File: config.mk
export PLATFORM = sky130hd
export DESIGN_NAME = uart_word_bridge_flat
export DESIGN_NICKNAME = d
export VERILOG_FILES = /design/src/rtl/uart_word_bridge_if.sv /design/src/rtl/uart_word_bridge.sv /design/src/flat_wrapper.sv
export SDC_FILE = /design/constraint.sdc
export NUM_CORES = 1
export LEC_CHECK = 0
export CORE_ASPECT_RATIO = 0.8
export CORE_MARGIN = 4
export CORE_UTILIZATION = 61
export CTS_BUF_LIST = sky130_fd_sc_hd__clkbuf_2
export CTS_CLUSTER_DIAMETER = 40
export DETAILED_ROUTE_END_ITERATION = 12
export PLACE_DENSITY = 0.82
export SYNTH_ARGS = -nofsm -noshare
export SYNTH_HDL_FRONTEND = slang
export SYNTH_SLANG_ARGS = --single-unit
File: constraint.sdc
create_clock -name clk -period 5.8 [get_ports clk]
set_input_delay 1.16 -clock clk [delete_from_list [all_inputs] [get_ports clk]]
set_output_delay 1.16 -clock clk [all_outputs]
set_load 0.05 [all_outputs]
File: src/rtl/uart_word_bridge_if.sv
// Interpreter-side and byte-side signals of the UART word bridge.
// No logic inside: a pure bundle of nets.
// The slave modport is the bridge's view; master is the surrounding system.
interface uart_word_bridge_if;
    // byte-side UART core signals
    logic        rx_byte_valid;
    logic [7:0]  rx_byte;
    logic        tx_byte_ready;
    logic        tx_byte_valid;
    logic [7:0]  tx_byte;
    logic        rx_overflow;
    // interpreter-side word signals
    logic        uart_rx_empty;
    logic        uart_tx_empty;
    logic        uart_read;
    logic        uart_read_response;
    logic [31:0] uart_read_data;
    logic        uart_write;
    logic [31:0] uart_write_data;
    logic        uart_write_response;

    modport slave (
        input  rx_byte_valid, rx_byte, tx_byte_ready,
        input  uart_read, uart_write, uart_write_data,
        output tx_byte_valid, tx_byte, rx_overflow,
        output uart_rx_empty, uart_tx_empty,
        output uart_read_response, uart_read_data, uart_write_response
    );

    modport master (
        output rx_byte_valid, rx_byte, tx_byte_ready,
        output uart_read, uart_write, uart_write_data,
        input  tx_byte_valid, tx_byte, rx_overflow,
        input  uart_rx_empty, uart_tx_empty,
        input  uart_read_response, uart_read_data, uart_write_response
    );
endinterface

File: src/rtl/uart_word_bridge.sv
// Assembles RX bytes into LE 32-bit words (FIFO-buffered) and serializes TX words into 4 bytes.
// Latency: word poppable 1 cycle after 4th byte; read response 1 cycle after request; first TX byte 1 cycle after write.
// Backpressure: TX byte held until tx_byte_ready; RX words dropped (sticky rx_overflow) when FIFO full with no pop.
module uart_word_bridge #(
    parameter int RX_FIFO_DEPTH       = 8,
    parameter int BYTE_TIMEOUT_CYCLES = 4096
) (
    input  logic               clk,
    input  logic               reset_n,
    uart_word_bridge_if.slave  bus
);
    localparam int AW = $clog2(RX_FIFO_DEPTH);
    localparam int CW = AW + 1;
    localparam int TW = (BYTE_TIMEOUT_CYCLES > 0) ? $clog2(BYTE_TIMEOUT_CYCLES + 1) : 1;
    localparam logic [CW-1:0] FULL_CNT = CW'(RX_FIFO_DEPTH);
    localparam logic [TW-1:0] TO_CNT   = TW'(BYTE_TIMEOUT_CYCLES);

    typedef enum logic {RD_ARMED, RD_WAIT_LOW} rd_state_t;
    typedef enum logic {TX_IDLE, TX_SEND}      tx_state_t;

    // RX assembler state
    logic [1:0]    byte_idx_q, byte_idx_d;
    logic [23:0]   shreg_q, shreg_d;
    logic [TW-1:0] idle_cnt_q, idle_cnt_d;
    logic          timeout_fire;
    logic          word_done;
    logic [31:0]   word_dat;

    // FIFO state
    logic [31:0]   mem_q [RX_FIFO_DEPTH];
    logic [AW-1:0] wr_ptr_q, wr_ptr_d;
    logic [AW-1:0] rd_ptr_q, rd_ptr_d;
    logic [CW-1:0] count_q, count_d;
    logic          push_ok;
    logic          rx_overflow_q, rx_overflow_d;

    // read handshake state
    rd_state_t     rd_state_q, rd_state_d;
    logic          rd_pop;
    logic          read_resp_q, read_resp_d;
    logic [31:0]   read_data_q, read_data_d;

    // TX serializer state
    tx_state_t     tx_state_q, tx_state_d;
    logic [31:0]   tx_word_q, tx_word_d;
    logic [1:0]    tx_idx_q, tx_idx_d;
    logic          write_resp_q, write_resp_d;

    // RX byte assembly with idle timeout; a byte in the timeout cycle starts a fresh word
    always_comb begin
        timeout_fire = (BYTE_TIMEOUT_CYCLES != 0) && (byte_idx_q != 2'd0) && (idle_cnt_q == TO_CNT);
        byte_idx_d   = byte_idx_q;
        shreg_d      = shreg_q;
        idle_cnt_d   = idle_cnt_q;
        word_done    = 1'b0;
        word_dat     = {bus.rx_byte, shreg_q};
        if (bus.rx_byte_valid) begin
            // bytes shift in from the top so the first byte lands in [7:0] after three shifts
            shreg_d    = {bus.rx_byte, shreg_q[23:8]};
            idle_cnt_d = '0;
            if (timeout_fire) begin
                byte_idx_d = 2'd1;
            end else begin
                byte_idx_d = byte_idx_q + 2'd1;
                word_done  = (byte_idx_q == 2'd3);
            end
        end else if (timeout_fire) begin
            byte_idx_d = 2'd0;
            idle_cnt_d = '0;
        end else if (byte_idx_q != 2'd0) begin
            idle_cnt_d = idle_cnt_q + TW'(1);
        end
    end

    // Read handshake: one pop per request, re-armed only after uart_read is seen low
    always_comb begin
        rd_state_d  = rd_state_q;
        rd_pop      = 1'b0;
        read_resp_d = 1'b0;
        read_data_d = read_data_q;
        case (rd_state_q)
            RD_ARMED: begin
                if (bus.uart_read && (count_q != '0)) begin
                    rd_pop      = 1'b1;
                    read_data_d = mem_q[rd_ptr_q];
                    read_resp_d = 1'b1;
                    rd_state_d  = RD_WAIT_LOW;
                end
            end
            RD_WAIT_LOW: begin
                if (!bus.uart_read) rd_state_d = RD_ARMED;
            end
            default: rd_state_d = RD_ARMED;
        endcase
    end

    // FIFO bookkeeping; a simultaneous pop makes room for a push even when full
    always_comb begin
        push_ok       = word_done && ((count_q != FULL_CNT) || rd_pop);
        rx_overflow_d = rx_overflow_q | (word_done && (count_q == FULL_CNT) && !rd_pop);
        wr_ptr_d      = push_ok ? wr_ptr_q + AW'(1) : wr_ptr_q;
        rd_ptr_d      = rd_pop  ? rd_ptr_q + AW'(1) : rd_ptr_q;
        count_d       = count_q;
        if (push_ok && !rd_pop)      count_d = count_q + CW'(1);
        else if (!push_ok && rd_pop) count_d = count_q - CW'(1);
    end

    // TX serializer: latch a word when idle, then hand out bytes LSB first
    always_comb begin
        tx_state_d   = tx_state_q;
        tx_word_d    = tx_word_q;
        tx_idx_d     = tx_idx_q;
        write_resp_d = 1'b0;
        case (tx_state_q)
            TX_IDLE: begin
                if (bus.uart_write) begin
                    tx_word_d  = bus.uart_write_data;
                    tx_idx_d   = 2'd0;
                    tx_state_d = TX_SEND;
                end
            end
            TX_SEND: begin
                if (bus.tx_byte_ready) begin
                    if (tx_idx_q == 2'd3) begin
                        write_resp_d = 1'b1;
                        tx_state_d   = TX_IDLE;
                    end else begin
                        tx_idx_d = tx_idx_q + 2'd1;
                    end
                end
            end
            default: tx_state_d = TX_IDLE;
        endcase
    end

    // State registers for all three paths
    always_ff @(posedge clk or negedge reset_n) begin
        if (!reset_n) begin
            byte_idx_q    <= 2'd0;
            shreg_q       <= '0;
            idle_cnt_q    <= '0;
            wr_ptr_q      <= '0;
            rd_ptr_q      <= '0;
            count_q       <= '0;
            rx_overflow_q <= 1'b0;
            rd_state_q    <= RD_ARMED;
            read_resp_q   <= 1'b0;
            read_data_q   <= '0;
            tx_state_q    <= TX_IDLE;
            tx_word_q     <= '0;
            tx_idx_q      <= 2'd0;
            write_resp_q  <= 1'b0;
        end else begin
            byte_idx_q    <= byte_idx_d;
            shreg_q       <= shreg_d;
            idle_cnt_q    <= idle_cnt_d;
            wr_ptr_q      <= wr_ptr_d;
            rd_ptr_q      <= rd_ptr_d;
            count_q       <= count_d;
            rx_overflow_q <= rx_overflow_d;
            rd_state_q    <= rd_state_d;
            read_resp_q   <= read_resp_d;
            read_data_q   <= read_data_d;
            tx_state_q    <= tx_state_d;
            tx_word_q     <= tx_word_d;
            tx_idx_q      <= tx_idx_d;
            write_resp_q  <= write_resp_d;
        end
    end

    // FIFO storage; contents need no reset because count gates every read
    always_ff @(posedge clk) begin
        if (push_ok) mem_q[wr_ptr_q] <= word_dat;
    end

    assign bus.uart_rx_empty       = (count_q == '0);
    assign bus.uart_tx_empty       = (tx_state_q == TX_IDLE);
    assign bus.tx_byte_valid       = (tx_state_q == TX_SEND);
    assign bus.tx_byte             = (tx_state_q == TX_SEND) ? tx_word_q[{tx_idx_q, 3'b000} +: 8] : 8'h00;
    assign bus.uart_read_response  = read_resp_q;
    assign bus.uart_read_data      = read_data_q;
    assign bus.uart_write_response = write_resp_q;
    assign bus.rx_overflow         = rx_overflow_q;
endmodule

File: src/flat_wrapper.sv
// flat-port wrapper written by rule: the top's interface ports become plain ports
module uart_word_bridge_flat 
#(
    parameter int RX_FIFO_DEPTH       = 8,
    parameter int BYTE_TIMEOUT_CYCLES = 4096
)
  (clk, reset_n, bus_rx_byte_valid, bus_rx_byte, bus_tx_byte_ready, bus_uart_read, bus_uart_write, bus_uart_write_data, bus_tx_byte_valid, bus_tx_byte, bus_rx_overflow, bus_uart_rx_empty, bus_uart_tx_empty, bus_uart_read_response, bus_uart_read_data, bus_uart_write_response);
  uart_word_bridge_if bus_i ();
  input  logic clk;
  input  logic reset_n;
  input wire logic [$bits(bus_i.rx_byte_valid)-1:0] bus_rx_byte_valid;
  input wire logic [$bits(bus_i.rx_byte)-1:0] bus_rx_byte;
  input wire logic [$bits(bus_i.tx_byte_ready)-1:0] bus_tx_byte_ready;
  input wire logic [$bits(bus_i.uart_read)-1:0] bus_uart_read;
  input wire logic [$bits(bus_i.uart_write)-1:0] bus_uart_write;
  input wire logic [$bits(bus_i.uart_write_data)-1:0] bus_uart_write_data;
  output wire logic [$bits(bus_i.tx_byte_valid)-1:0] bus_tx_byte_valid;
  output wire logic [$bits(bus_i.tx_byte)-1:0] bus_tx_byte;
  output wire logic [$bits(bus_i.rx_overflow)-1:0] bus_rx_overflow;
  output wire logic [$bits(bus_i.uart_rx_empty)-1:0] bus_uart_rx_empty;
  output wire logic [$bits(bus_i.uart_tx_empty)-1:0] bus_uart_tx_empty;
  output wire logic [$bits(bus_i.uart_read_response)-1:0] bus_uart_read_response;
  output wire logic [$bits(bus_i.uart_read_data)-1:0] bus_uart_read_data;
  output wire logic [$bits(bus_i.uart_write_response)-1:0] bus_uart_write_response;
  assign bus_i.rx_byte_valid = bus_rx_byte_valid;
  assign bus_i.rx_byte = bus_rx_byte;
  assign bus_i.tx_byte_ready = bus_tx_byte_ready;
  assign bus_i.uart_read = bus_uart_read;
  assign bus_i.uart_write = bus_uart_write;
  assign bus_i.uart_write_data = bus_uart_write_data;
  assign bus_tx_byte_valid = bus_i.tx_byte_valid;
  assign bus_tx_byte = bus_i.tx_byte;
  assign bus_rx_overflow = bus_i.rx_overflow;
  assign bus_uart_rx_empty = bus_i.uart_rx_empty;
  assign bus_uart_tx_empty = bus_i.uart_tx_empty;
  assign bus_uart_read_response = bus_i.uart_read_response;
  assign bus_uart_read_data = bus_i.uart_read_data;
  assign bus_uart_write_response = bus_i.uart_write_response;
  uart_word_bridge #(.RX_FIFO_DEPTH(RX_FIFO_DEPTH), .BYTE_TIMEOUT_CYCLES(BYTE_TIMEOUT_CYCLES)) u_core (.clk(clk), .reset_n(reset_n), .bus(bus_i));
endmodule
======== After elaboration in Yosys (flattened, before gate mapping) ========
Memory sizes are Yosys's and may differ from the RTL's. A register that Yosys moved wholly into a read port is not among the register bits.
Index checks and enable logic that the tools add are counted.
cells by class
  add/subtract/negate cells ............... 7
  equal/unequal tests ..................... 8
  shift-type cells ........................ 1
  muxes and demuxes ....................... 28
  bitwise logic cells ..................... 3
  reductions and logical operators ........ 20
operators with widths
  operator               number
  $mux 13                3
  $shiftx 32x6->8        1
  $add 13x1->13 const B  1
  $eq 13x13->1 const B   1
  $mux 1                 13
  $mux 2                 6
  $mux 4                 2
  $mux 8                 1
  $logic_and 1x1->1      7
  $add 3x1->3 const B    2
  $ne 2x2->1 const B     3
  $reduce_bool 2->1      3
  $add 2x1->2 const B    2
  $add 4x1->4 const B    1
  $eq 2x2->1 const B     2
  $eq 4x4->1 const B     1
  $logic_not 4->1        1
  $ne 4x4->1 const B     1
  $pmux 1 s2             2
  $pmux 2 s2             1
  $reduce_and 2->1       2
  $reduce_bool 4->1      1
  $sub 4x1->4 const B    1
  $logic_not 1->1        3
  other kinds (5)        6
storage, ports and cells
  register bits after elaboration ......... 88
  RAM bits ................................ 256
  bits of input ports ..................... 46
  output and inout port bits .............. 46
  word-level logic and storage cells ...... 81
  memories kept ........................... 1
memories
  memory        depth  bits a word  read ports  clocked after memory_dff  write ports  RTL line                RTL
  u_core.mem_q  8      32           1           1                         1            uart_word_bridge.sv:30  logic [31:0] mem_q [RX_FIFO_DEPTH];

======== Logic depth before layout (Yosys ltp) ========
  depth after elaboration ................. 10
  gate-level depth with buffers ........... 14
  mapped depth without buffers ............ 13

======== Least setup slack after synthesis ========
OpenSTA, ideal clock, no wires.
  path kind ............................... in2reg
  start ................................... in bus_rx_byte_valid
  end ..................................... mem u_core.mem_q[0][0] (enable)
  setup time .............................. 501 ps
  arrival ................................. 4717 ps
  required time ........................... 5299 ps
  slack ................................... 582 ps
  stages .................................. 4
  path buffers ............................ 1
  cells stage by stage .................... buf_2 > and2_1 > nand3_2 > nor4_1
between the ends
  word-level cells in the longest chain between the ends .. 4
ends and longest elaborated chain
  element                       RTL line                 RTL
  from (decl)                   flat_wrapper.sv:11       input wire logic [$bits(bus_i.rx_byte_valid)-1:0] bus_rx_byte_valid;
  $mux 1                        uart_word_bridge.sv:57   if (bus.rx_byte_valid) begin
  $logic_and 1x1->1             uart_word_bridge.sv:99   push_ok = word_done && ((count_q != FULL_CNT) || rd_pop);
  $mux 1                        uart_word_bridge.sv:173  if (push_ok) mem_q[wr_ptr_q] <= word_dat;
  $mux 1 (not written as such)  uart_word_bridge.sv:173
  to (decl)                     uart_word_bridge.sv:30
No other way between the ends.

======== Final worst setup path ========
  start ................................... reg u_core.tx_idx_q[0]
  end ..................................... out bus_tx_byte[6]
between the ends
  word-level cells in the longest chain between the ends .. 2
ends and longest elaborated chain
  element                 RTL line                 RTL
  from (decl)             uart_word_bridge.sv:46   logic [1:0] tx_idx_q, tx_idx_d;
  from (signal assigned)  uart_word_bridge.sv:166  tx_idx_q <= tx_idx_d;
  $shiftx 32x6->8         uart_word_bridge.sv:179  assign bus.tx_byte = (tx_state_q == TX_SEND) ? tx_word_q[{tx_idx_q, 3'b000} +: 8] : 8'h00;
  $mux 8                  uart_word_bridge.sv:179
  to (decl)               flat_wrapper.sv:18       output wire logic [$bits(bus_i.tx_byte)-1:0] bus_tx_byte;
No other way between the ends.

==> qor.csv <==
stage;metric;value;unit
setup_path;r2r-end;u_core.count_q[3];
clocking;hold_buffers;0;
cells_and_area;drive_gt1_share;30.7;%
drt;drt-met1-wl;11.9;mm
clocking;cts.clk_slew.worst_paths;0.11;ns
job;max-cap-violations;0;
place;dp_hpwl;16.6;mm
drt;drtPass1Iterations;5;
die;start_util;62.5;%
global_routing;grt_start_max_net_pins;69;
cells_and_area;areaGrowthSynthToFinish;14.2;%
drt;wl_met3;1.69;mm
die;die_y;147;um
sta;finalSetupTns;0;ns
cells_and_area;fin_nets;1000;
drt;dr_wl_met2;14.6;mm
cells_and_area;fillers;1417;
synth;synth.cell_area;14800;um^2
synth;async_flop_share;31.9;%
setup_path;crit_buf_inv;1;
cells_and_area;stdcell_count;1329;
setup_path;crit_path_max_fanout;11;
drt;drtIter0Drc;698;
global_routing;grt_pass1_wl;46.7;mm
setup_path;crit_chain;mux4_2, and2_1, clkdlybuf4s50_1;
setup_path;r2r_slack;2.46;ns
power;p_leak;6.17;nW
clocking;cts_root_buf;clkbuf_2;
outcome;outcome;complete, no violations;
place;numPortBuffers;91;
die;row_count;50;
sta;fin_ws;1.60;ns
synth;synth_top_flop_cell;edfxtp_1;
die;pin_count;92;
setup_path;slowest_delay;0.74;ns
setup_path;reg2regPathDepth;12;
drt;routedWlPerCell;21.6;um
sta;rsz0062_at_grt;no;
setup_path;path_class;register to output pin;
drt;routed_wirelength;28.7;mm
sta;max_slew_margin;30.2;%
synth;synth-seq-cells;376;
setup_path;cp.required;4.64;ns
clocking;htreeDepth;3;
clocking;cts.sinks;376;
place;dp.cells;1168;
clocking;clk_path_buf_depth;3;
clocking;cts_resized;0;
synth;synth_cell_types;46;
synth;syn_nets;847;
sta;setup_viol;0;
die;core;23600;um^2
setup_path;endpoint_kind;output pin;
power;ir_drop;0.424;mV
synth;synth_edf_count;256;
clocking;insertion_delay;0.86;ns
place;dpl_worst_slack;1.47;ns
global_routing;antenna_found_initial;1;
sta;period_share;72.4;%
clocking;cts_buffers;85;
global_routing;grt_overflow;0;
die;die_x;182;um
sta;clock_skew;0.0580;ns
setup_path;cp.arrival;3.04;ns
die;dieArea;26700;um^2
drt;route.vias.total;7843;
power;power_density;493;nW/um^2
clocking;cts_tree;done;
setup_path;r2r_start;u_core.byte_idx_q[1];
drt;top_layer_used;met4;
sta;drv_slew;0;
synth;ys_seq_area_share;72.5;%
hold_path;worst_hold_path_type;primary input to async pin;
sta;fin_crit;4.20;ns
setup_path;slowest_stage;dfrtp_1;
synth;synth_cells;790;
drt;ant_nets;0;
sta;worstMarginPinSlew;1.04;ns
power;power;0.00831;W
synth;syn_avg_cell_area;18.7;um^2
sta;fmax;238;MHz
drt;drc_errors;0;
synth;yosys_warnings;0;
cells_and_area;seqCellArea;10700;um^2
global_routing;first_global_vias;8687;
sta;timing.final.hold_violations;0;
clocking;postCtsSetupRepairBufs;0;
setup_path;cpLargestDelayFamily;flip-flops;
place;gp_congestion;0.833;
setup_path;startpoint_type;register;
drt;viasPerCell;5.90;
global_routing;grt_use_total;22.4;%
cells_and_area;multi_input_area;3860;um^2
==> cell families after synthesis <==
logic type	Yosys count	synth area share [%]
DFF	376	72.5
muxes	166	17.9
and+or+nand+nor	122	4.24
buffers and inverters	51	1.68
AOI/OAI and AO/OA	48	1.80
xor gates and xnor gates	16	0.950
adders and majority gates	11	0.984
==> Yosys cell counts (all sizes together) (11+ instances only) <==
cell | n | share of area (%)
mux4 | 72 | 11
mux2i | 35 | 2.4
buf | 28 | 1.1
mux2 | 59 | 4.5
nand2 | 18 | 0.46
a21oi | 36 | 1.2
nor2 | 49 | 1.2
dfrtp | 120 | 20
clkbuf | 13 | 0.33
and2 | 11 | 0.47
edfxtp | 256 | 52
==> placed cells by master, fill, tap and decap left out, types with 3 or more instances in the layout <==
master,netlist,routed
edfxtp_1,256,256
nor3_2,0,4
nand2b_1,5,5
clkdlybuf4s50_1,0,90
xnor2_1,7,7
buf_4,1,17
nand2_1,18,18
mux4_2,72,72
nand3_1,4,4
nor3_1,8,4
clkbuf_2,0,143
dfrtp_1,120,117
xor2_1,9,9
inv_1,10,10
nand4_1,8,8
mux2i_1,35,35
nor2_1,49,45
clkinv_1,0,13
a21oi_1,35,35
ha_1,10,10
and2_1,11,11
nor2_2,0,3
mux2_2,57,57
==> metal layers <==
metal | up-vias | global-route usage (%)
met5 | - | 0
met2 | 307 | 36.7
met4 | 0 | 7.31
met1 | 4042 | 30.8
met3 | 59 | 4.50
li1 | 3435 | -
==> worst register-to-register path, delay by kind of cell, from the launching register on <==
kind                     cells  cell delay [ns]
AO/OA/AOI/OAI                3             0.87
AND/OR/NAND/NOR              3             0.82
adder cells (fa/ha/maj)      3             0.81
buffers and inverters        3             0.33
flip-flops                   1             0.40
==> where the power goes <==
part           switching, W  internal (W)
registers          0.000433       0.00334
clock network      0.000981      0.000728
logic               0.00154       0.00128
total               0.00296       0.00535
==> registers in the layout, indices dropped and copies added, names as in the netlist, 3 cells and up <==
signal,flops
u_core.wr_ptr_q,3
u_core.idle_cnt_q,13
u_core.shreg_q,24
u_core.count_q,4
u_core.rd_ptr_q,3
u_core.tx_word_q,32
u_core.mem_q,256
u_core.bus.uart_read_data,32
==> how the worst max path moves through the flow <==
stage	start	to	cells past startpoint
after floorplan	bus_rx_byte_valid	u_core.mem_q[0][0]	4
after global placement	bus_rx_byte_valid	u_core.count_q[3]	11
after detailed placement	bus_rx_byte_valid	u_core.count_q[3]	11
after CTS	u_core.tx_idx_q[0]	bus_tx_byte[6]	3
after global routing	u_core.tx_idx_q[0]	bus_tx_byte[6]	3
final	u_core.tx_idx_q[0]	bus_tx_byte[6]	3
==> per-stage QoR <==
step                      hold slack (ns)  instance area [um^2]  util, %
after floorplan                     0.453                 14800        -
after global placement              0.475                 16000     67.9
after detailed placement            0.468                 16000     67.9
after CTS                           0.331                 16800     71.4
after global routing                0.388                 16800     71.4
final                               0.413                 16800     71.4
==> area by class of cell <==
type | instances | area share (%)
flip-flops and latches | 376 | 63.5
multi-input cells | 363 | 22.9
repair buffers | 107 | 6.11
clock buffers | 143 | 4.25
well taps | 312 | 2.32
clock inverters | 17 | 0.698
inverters | 10 | 0.223
diodes | 1 | 0.0149
(Power assumes the default switching activity.)
